===== config.mk =====
export PLATFORM = sky130hd
export DESIGN_NAME = hnm_pp
export DESIGN_NICKNAME = d
export VERILOG_FILES = /design/src/rtl/hnm_pp.sv
export SDC_FILE = /design/constraint.sdc
export NUM_CORES = 1
export LEC_CHECK = 0
export CAP_MARGIN = 0
export CORE_MARGIN = 3
export CORE_UTILIZATION = 30
export DETAILED_ROUTE_END_ITERATION = 7
export PLACE_DENSITY = 0.45
export SLEW_MARGIN = 40
export SYNTH_ARGS = -nofsm -noshare
export SYNTH_HDL_FRONTEND = slang
export SYNTH_SLANG_ARGS = --single-unit

===== constraint.sdc =====
create_clock -name clk -period 3 [get_ports clk]
set_input_delay 0.6 -clock clk [delete_from_list [all_inputs] [get_ports clk]]
set_output_delay 0.6 -clock clk [all_outputs]
set_load 0.005 [all_outputs]

===== src/rtl/hnm_pp.sv =====
// hnm_pp - Hit-Nonzero Map, first stage of the HNM -> HCM -> HIM hit store.
// One flag bit per SSID, organised as NROWS_HNM rows of NCOLS_HNM bits.
// An SSID write sets the bit and reports whether it was already set, which
// tells the downstream stage whether this SSID is new. Also supports
// single-SSID reads, whole-row reads/writes and a sequential row-fill sweep.
// Optional build macro HNMPP_READ_CLEAR_EN: SSID reads clear the bit they
// report (read-and-clear drain). Without it, reads are non-destructive.
module hnm_pp #(
  parameter int ROWINDEXBITS_HNM = 4,
  parameter int COLINDEXBITS_HNM = 4,
  parameter int NROWS_HNM        = 2 ** ROWINDEXBITS_HNM,
  parameter int NCOLS_HNM        = 2 ** COLINDEXBITS_HNM,
  parameter int SSIDBITS         = ROWINDEXBITS_HNM + COLINDEXBITS_HNM
) (
  input  logic                        clk,
  input  logic                        reset,
  input  logic                        write,
  input  logic [SSIDBITS-1:0]         SSID_write,
  input  logic                        read,
  input  logic [SSIDBITS-1:0]         SSID_read,
  input  logic                        writeRow,
  input  logic [ROWINDEXBITS_HNM-1:0] rowWrite,
  input  logic [NCOLS_HNM-1:0]        dataWrite,
  input  logic                        readRow,
  input  logic [ROWINDEXBITS_HNM-1:0] rowRead,
  input  logic                        fillSequentialRows,
  output logic [SSIDBITS-1:0]         SSID_passed,
  output logic                        HNM_readOutput,
  output logic                        newOutput,
  output logic [ROWINDEXBITS_HNM-1:0] rowPassed,
  output logic [NCOLS_HNM-1:0]        rowReadOutput,
  output logic                        writeReady,
  output logic                        readReady,
  output logic                        busy
);

  localparam logic [0:0] ST_IDLE = 1'b0;
  localparam logic [0:0] ST_FILL = 1'b1;

  // SSID = {row, col}, row in the MSBs
  logic [ROWINDEXBITS_HNM-1:0] wr_row_s;
  logic [COLINDEXBITS_HNM-1:0] wr_col_s;
  logic [ROWINDEXBITS_HNM-1:0] rd_row_s;
  logic [COLINDEXBITS_HNM-1:0] rd_col_s;

  assign wr_row_s = SSID_write[SSIDBITS-1:COLINDEXBITS_HNM];
  assign wr_col_s = SSID_write[COLINDEXBITS_HNM-1:0];
  assign rd_row_s = SSID_read[SSIDBITS-1:COLINDEXBITS_HNM];
  assign rd_col_s = SSID_read[COLINDEXBITS_HNM-1:0];

  logic [NCOLS_HNM-1:0]        mem_q [NROWS_HNM];
  logic [NCOLS_HNM-1:0]        mem_d [NROWS_HNM];
  logic [0:0]                  state_q, state_d;
  logic [ROWINDEXBITS_HNM-1:0] fill_row_q, fill_row_d;
  logic [ROWINDEXBITS_HNM-1:0] fill_end_q, fill_end_d;
  logic [SSIDBITS-1:0]         ssid_passed_q, ssid_passed_d;
  logic                        hnm_read_q, hnm_read_d;
  logic                        new_q, new_d;
  logic [ROWINDEXBITS_HNM-1:0] row_passed_q, row_passed_d;
  logic [NCOLS_HNM-1:0]        row_read_q, row_read_d;
  logic                        busy_q, busy_d;

  // Next-state: IDLE serves strobes (fill pulse first), FILL sweeps rows.
  always_comb begin
    state_d       = state_q;
    fill_row_d    = fill_row_q;
    fill_end_d    = fill_end_q;
    mem_d         = mem_q;
    ssid_passed_d = ssid_passed_q;
    hnm_read_d    = hnm_read_q;
    new_d         = 1'b0;
    row_passed_d  = row_passed_q;
    row_read_d    = row_read_q;

    case (state_q)
      ST_IDLE: begin
        if (fillSequentialRows) begin
          // Fill pulse outranks every other strobe in this cycle.
          state_d    = ST_FILL;
          fill_row_d = {ROWINDEXBITS_HNM{1'b0}};
          fill_end_d = rowWrite;
        end else begin
          // Row write lands first so a same-row SSID set is ORed on top.
          mem_d[rowWrite] = writeRow ? dataWrite : mem_q[rowWrite];

          // Row read sees only the pre-edge contents.
          if (readRow) begin
            row_passed_d = rowRead;
            row_read_d   = mem_q[rowRead];
          end else begin
            row_passed_d = row_passed_q;
            row_read_d   = row_read_q;
          end

          if (write) begin
            ssid_passed_d              = SSID_write;
            hnm_read_d                 = mem_q[wr_row_s][wr_col_s];
            mem_d[wr_row_s][wr_col_s]  = 1'b1;
            new_d                      = 1'b1;
          end else if (read) begin
            ssid_passed_d = SSID_read;
            hnm_read_d    = mem_q[rd_row_s][rd_col_s];
`ifdef HNMPP_READ_CLEAR_EN
            mem_d[rd_row_s][rd_col_s] = 1'b0;
`endif
            new_d         = 1'b1;
          end else begin
            new_d = 1'b0;
          end
        end
      end

      ST_FILL: begin
        mem_d[fill_row_q] = dataWrite;
        if (fill_row_q == fill_end_q) begin
          state_d = ST_IDLE;
        end else begin
          fill_row_d = fill_row_q + ROWINDEXBITS_HNM'(1);
        end
      end

      default: begin
        state_d = ST_IDLE;
      end
    endcase

    busy_d = (state_d == ST_FILL);
  end

  // State, bit array and registered outputs; reset clears everything.
  always_ff @(posedge clk or negedge reset) begin
    if (!reset) begin
      for (int r = 0; r < NROWS_HNM; r++) begin
        mem_q[r] <= {NCOLS_HNM{1'b0}};
      end
      state_q       <= ST_IDLE;
      fill_row_q    <= {ROWINDEXBITS_HNM{1'b0}};
      fill_end_q    <= {ROWINDEXBITS_HNM{1'b0}};
      ssid_passed_q <= {SSIDBITS{1'b0}};
      hnm_read_q    <= 1'b0;
      new_q         <= 1'b0;
      row_passed_q  <= {ROWINDEXBITS_HNM{1'b0}};
      row_read_q    <= {NCOLS_HNM{1'b0}};
      busy_q        <= 1'b0;
    end else begin
      mem_q         <= mem_d;
      state_q       <= state_d;
      fill_row_q    <= fill_row_d;
      fill_end_q    <= fill_end_d;
      ssid_passed_q <= ssid_passed_d;
      hnm_read_q    <= hnm_read_d;
      new_q         <= new_d;
      row_passed_q  <= row_passed_d;
      row_read_q    <= row_read_d;
      busy_q        <= busy_d;
    end
  end

  assign SSID_passed    = ssid_passed_q;
  assign HNM_readOutput = hnm_read_q;
  assign newOutput      = new_q;
  assign rowPassed      = row_passed_q;
  assign rowReadOutput  = row_read_q;
  assign busy           = busy_q;
  assign writeReady     = ~busy_q;
  assign readReady      = ~busy_q;

endmodule


==> results of run 1 <==
[power by group]
part	total (W)	leakage (nW)	switching, W	internal, W
combinational	0.0125	7.05	0.00637	0.00617
clock	0.00563	0.728	0.00215	0.00348
sequential	0.00822	3.83	0.00265	0.00557
total	0.0264	11.6	0.0112	0.0152
[path summary, 6_finish.rpt]
| path | start | endpoint | slack (ps) |
|---|---|---|---|
| min in group asynchronous | reset | mem_q[4] | 520 |
| max | SSID_read[4] | HNM_readOutput | 170 |
| min | SSID_passed[1] | SSID_passed[1] | 480 |
| max in group asynchronous | reset | mem_q[188] | 1610 |
| max reg2reg | mem_q[8] | HNM_readOutput | 180 |
| min reg2reg | SSID_passed[1] | SSID_passed[1] | 480 |
[worst max-delay path: cells and delay by family]
| kind | cells | cell delay, ps |
|---|---|---|
| muxes | 3 | 1560 |
| AOI/OAI and AO/OA | 2 | 130 |
| and+or+nand+nor | 1 | 510 |
| buffers and inverters | 2 | 460 |
[state kept, by name (all words and copies together), names as in the netlist]
signal / cells
HNM_readOutput: 1
rowPassed: 4
busy: 1
mem_q: 256
fill_row_q: 4
SSID_passed: 8
newOutput: 1
fill_end_q: 4
rowReadOutput: 16
[layout make-up]
cell class | count | area (µm²) | share of cell area
sequential | 295 | 7380 | 0.243
clock inverter | 14 | 253 | 0.00833
multi-input combinational | 1709 | 15900 | 0.525
timing repair buffer | 410 | 4150 | 0.137
inverter | 10 | 37.5 | 0.00124
antenna | 8 | 20.0 | 0.000660
tap | 1050 | 1310 | 0.0433
clock buffer | 59 | 1250 | 0.0412
[logic make-up (layout without fill, tap and decap cells)]
kind of cell    after synthesis  after routing
mux                         383            383
other cells                   0              8
flops                       295            295
xor+xnor                      5              5
simple gates                327            327
buf+inv                     292            493
compound gates              990            990
fa+ha+maj                     4              4
[metrics by stage]
step | total power, W | utilization | hold WS (ps) | setup slack, ps
finish | 0.0264 | 0.381 | 478 | 167
CTS | 0.0260 | 0.380 | 487 | 205
floorplan | 0.0149 | - | 304 | 50.3
detailed placement | 0.0203 | 0.362 | 473 | -411
global placement | 0.0201 | 0.362 | 466 | -387
global route | 0.0274 | 0.381 | 519 | 139
[what timing repair did]
action	4_1_cts	5_1_grt
gates resized for setup	0	0
hold endpoints to repair	46	0
hold buffers	1	0
setup endpoints to repair	0	0
[metal layers]
metal  routed length [µm]  up-vias  GRT usage  share of wire
li1                     -     9802          -              -
met1                54300    13000      0.425           0.36
met2                63600     2241      0.499           0.43
met3                20000      530      0.132           0.13
met4                11000        2      0.214          0.074
met5                   13        -          0       0.000087
[cells in the mapped netlist, types with 3 or more instances]
| master | instances |
|---|---|
| buf_6 | 5 |
| mux4_1 | 5 |
| o21ai_1 | 258 |
| mux4_2 | 276 |
| mux2i_1 | 60 |
| nand2_1 | 44 |
| buf_2 | 26 |
| buf_4 | 10 |
| nand3b_1 | 6 |
| a22oi_1 | 263 |
| mux2i_4 | 6 |
| a22o_1 | 144 |
| o22ai_1 | 8 |
| xor2_1 | 4 |
| a311oi_1 | 5 |
| nand3_1 | 23 |
| nor4_1 | 3 |
| a221oi_1 | 112 |
| o21ai_0 | 14 |
| o221ai_1 | 14 |
| mux2_2 | 35 |
| clkbuf_1 | 218 |
| nor2b_1 | 8 |
| nand2b_1 | 14 |
| and2_1 | 3 |
| nor2_1 | 195 |
| buf_1 | 21 |
| nor3_1 | 19 |
| a211oi_1 | 4 |
| inv_1 | 7 |
| a21oi_1 | 151 |
| dfrtp_1 | 295 |
| ha_1 | 4 |
==> flow_summary.ini, run 1 <==
[outcome]
outcome = finished clean

[final_layout]
syn_to_final_growth_pct = 24.6
fillers = 7670
fin_cells = 3555
fin_nets = 2519
layout_common_cells = dfrtp_1, mux4_2, buf_4
final_common_cell = dfrtp_1
drive_gt1_frac = 0.317
fin_area_um2 = 30300

[synth]
synthCells = 2296
synth_xor_area_frac = 0.00180
yosysTopAreaCellShare = 0.303
synth_top_family_by_area = multiplexers
syn-num-nets = 2347
synthAdderAreaFrac = 0.00206
ys_seq_area_frac = 0.303
synth_area_leaders = dfrtp_1, mux4_2, a22oi_1
synthArstFlopShare = 1.00
synth_mux_area_frac = 0.308
synth_edf_count = 0
ys_warn_count = 0
netlist_area_um2 = 24300
synthFlopType = dfrtp_1
synth_top_cell_by_area = dfrtp_1
ys_types = 61
ys_ff_latch = 295
synth-simple-area-share = 0.0583
avgSynthCellArea_um2 = 10.6
synth_compound_area_frac = 0.276

[sta]
finalClockSkew_ps = 30.8
fin_crit_ps = 2830
rsz0062_at_grt = false
slew_headroom = 0.463
fmax_ghz = 0.353
finalCritPeriodShare = 0.944
setup_tns_ps = 0
report.final.hold_viol_count = 0
setup_viol = 0
maxSlewViolCount = 0
worst-slew-pin-transition_ps = 803

[hold_path]
hold_class = reg -> reg
min_path_cells = 2

[worst_setup_path]
worstPathRequired_ps = 3480
cpMostUsedCell = mux4_2
critical_path_class = in -> reg
cp.arrival_ps = 3310
slowest_stage = mux4_2
crit_path_end_kind = register
startpoint_type = input port
worstRegToRegCells = 6
cp_cell_sequence = buf_4 -> buf_4 -> mux4_2 -> mux4_2 -> mux4_2 -> or4_4 -> o21ai_2 -> a211oi_2
cp_max_fo = 12
critPathMaxStageDelay_ps = 590

[clocking]
cts_setup_buffers = 0
tritoncts = built
clk_latency_ps = 600
cts-buffers-inserted = 42
clock_sinks = 295
clockBufferDepth = 3
clkTransAtPathRegs_ps = 60
htree_levels = 2
cts-root-buf = clkbuf_16

[place]
place_area_um2 = 28800
portBuffers = 79
place_inst = 3473
hpwl_um = 100000
gp_congestion = 0.973

[global_route]
overflow = 0
grt_pass1_wl_um = 204000
first_global_vias = 24700
grt_max_degree = 71
antenna_found_initial = 6
grt_usage = 0.342

[detailed_routing]
drc_errors = 0
drt_iter0_markers = 4214
wl_per_cell_um = 41.9
ant_nets = 0
vias_per_cell = 7.19
finalWirelength_um = 149000
vias = 25500
first_pass_iters = 7

[power]
p_leak_nw = 11.6
ir_drop_uv = 414
p_per_area_nw_per_um2 = 870

[floorplan]
initial_core_util = 0.306
core_um2 = 79600
die-area_um2 = 84600
ios = 80
rows = 103
die_w_um = 291
die_h_um = 291

[flow_run]
drv_cap = 0
Note: power is estimated with default switching activity, not from simulation.
==> run 2, diff against run 1 <==
--- a/config.mk
+++ b/config.mk
@@ -6,6 +6,7 @@
 export NUM_CORES = 1
 export LEC_CHECK = 0
 export CAP_MARGIN = 0
+export CORE_ASPECT_RATIO = 1.4
 export CORE_MARGIN = 3
 export CORE_UTILIZATION = 30
 export DETAILED_ROUTE_END_ITERATION = 7
==> flow_summary.ini, run 2 (synthesis gave the netlist of run 1 again) <==
[detailed_routing]
vias_per_cell = 7.27
drt_iter0_markers = 3809
finalWirelength_um = 149000
wl_per_cell_um = 42.0
drc_errors = 0
vias = 25800
ant_nets = 0
first_pass_iters = 6

[sta]
finalCritPeriodShare = 0.940
setup_tns_ps = 0
slew_headroom = 0.419
finalClockSkew_ps = 19.3
fin_crit_ps = 2820
worst-slew-pin-transition_ps = 867
report.final.hold_viol_count = 0
maxSlewViolCount = 0
rsz0062_at_grt = false
setup_viol = 0
fmax_ghz = 0.355

[outcome]
outcome = finished clean

[clocking]
ctsResizeCount = 0
clkTransAtPathRegs_ps = 70
cts-buffers-inserted = 37
htree_levels = 2
tritoncts = built
clock_sinks = 295
clk_latency_ps = 610
clockBufferDepth = 3
cts-root-buf = clkbuf_16

[global_route]
grt_max_degree = 85
first_global_vias = 24900
grt_usage = 0.347
grt_pass1_wl_um = 205000
overflow = 0
antenna_found_initial = 5

[power]
p_per_area_nw_per_um2 = 865
ir_drop_uv = 613
switching_share = 0.429
intPower_w = 0.0150
seq_power_share = 0.311
p_leak_nw = 11.6
pwr-share-clk = 0.195
combPwrFrac = 0.494
power_switching_w = 0.0113

[worst_setup_path]
critPathMaxStageDelay_ps = 560
critical_path_class = reg -> reg
startpoint_type = register
cp_cell_sequence = mux4_1 -> mux4_2 -> mux4_2 -> or4_4 -> o21ai_2 -> a211oi_2
critPathTopFamily = multiplexers
cp.arrival_ps = 3300
cp_max_fo = 6
worstPathRequired_ps = 3480
cpMostUsedCell = mux4_2
cp.depth = 6
worstRegToRegCells = 6
slowest_stage = mux4_2
crit_path_end_kind = register
cp_num_buf_inv = 0

[floorplan]
die_h_um = 343
ios = 80
die_w_um = 247
die-area_um2 = 84600
initial_core_util = 0.305
core_um2 = 79700
rows = 122

[final_layout]
multi_input_area_um2 = 16000
layout_common_cells = dfrtp_1, mux4_2, a22oi_1
seqCellArea_um2 = 7380
syn_to_final_growth_pct = 24.7
drive_gt1_frac = 0.315
fin_nets = 2505
final_common_cell = dfrtp_1
top_register = mem_q
largest_register_ffs = 256
fillers = 7833
fin_cells = 3543

[place]
place_inst = 3468
portBuffers = 79
hpwl_um = 100000
gp_congestion = 0.984

[hold_path]
min_path_cells = 2
hold_class = reg -> reg

[flow_run]
drv_cap = 0
[run 2: cell types whose count changed in the layout (fill, tap and decap cells not counted), sizes merged]
cell           previous run  this run
clkinv                    5         8
bufinv                    7         4
buf                     344       336
diode                     8         7
clkdlybuf4s50            65        64
clkbuf                   59        55
inv                       9        10
clkinvlp                  3         0
[run 2: per-stage QoR]
step / cell area (µm²) / worst slack [ps] / utilization / total power (W) / hold WS, ps
2_1_floorplan: 24300 / 50.3 / - / 0.0149 / 304
3_3_place_gp: 28800 / -200 / 0.361 / 0.0203 / 459
3_5_place_dp: 29000 / -213 / 0.364 / 0.0207 / 470
4_1_cts: 30300 / 217 / 0.381 / 0.0258 / 483
5_1_grt: 30300 / 161 / 0.381 / 0.0272 / 500
6_report: 30300 / 181 / 0.381 / 0.0262 / 477
[run 2: worst paths after layout]
path / slack, ps / from / end
min in group asynchronous: 520 / reset / mem_q[50]
worst min register to register: 480 / SSID_passed[1] / SSID_passed[1]
max in group asynchronous: 1500 / reset / mem_q[189]
worst max-delay path: 180 / mem_q[28] / HNM_readOutput
worst max register to register: 180 / mem_q[28] / HNM_readOutput
worst min-delay path: 480 / SSID_passed[1] / SSID_passed[1]
[run 2: what timing repair did]
action	4_1_cts	5_1_grt
hold buffers	1	0
endpoints found under the hold margin	44	0
buffers inserted	0	0
endpoints found under the setup margin	0	0
[run 2: area by class of cell]
cell class                 count  share of cell area
multi-input combinational   1709               0.528
clock buffer                  55              0.0381
timing repair buffer         401               0.140
clock inverter                12             0.00540
antenna                        7            0.000577
inverter                      10             0.00124
sequential                   295               0.243
tap                         1054              0.0435
[run 2: power by group through the flow]
stage                     registers, W  logic, W  clock network [W]
after floorplan                0.00707   0.00778                  0
after global placement         0.00804    0.0122                  0
after detailed placement       0.00809    0.0126                  0
after CTS                      0.00804    0.0126            0.00516
after global routing           0.00836    0.0135            0.00529
final                          0.00816    0.0130            0.00512
[run 2: layer usage]
metal / vias up / global-route usage / share of wire
li1: 9753 / - / -
met1: 13100 / 0.414 / 0.34
met2: 2217 / 0.516 / 0.44
met3: 681 / 0.105 / 0.12
met4: 4 / 0.281 / 0.10
met5: - / 0 / 0.00020
[run 2: worst min-delay path, cell delays in order (launching register included)]
cell	delay, ps
dfrtp_1	340
nand2_1	40
o21ai_0	60
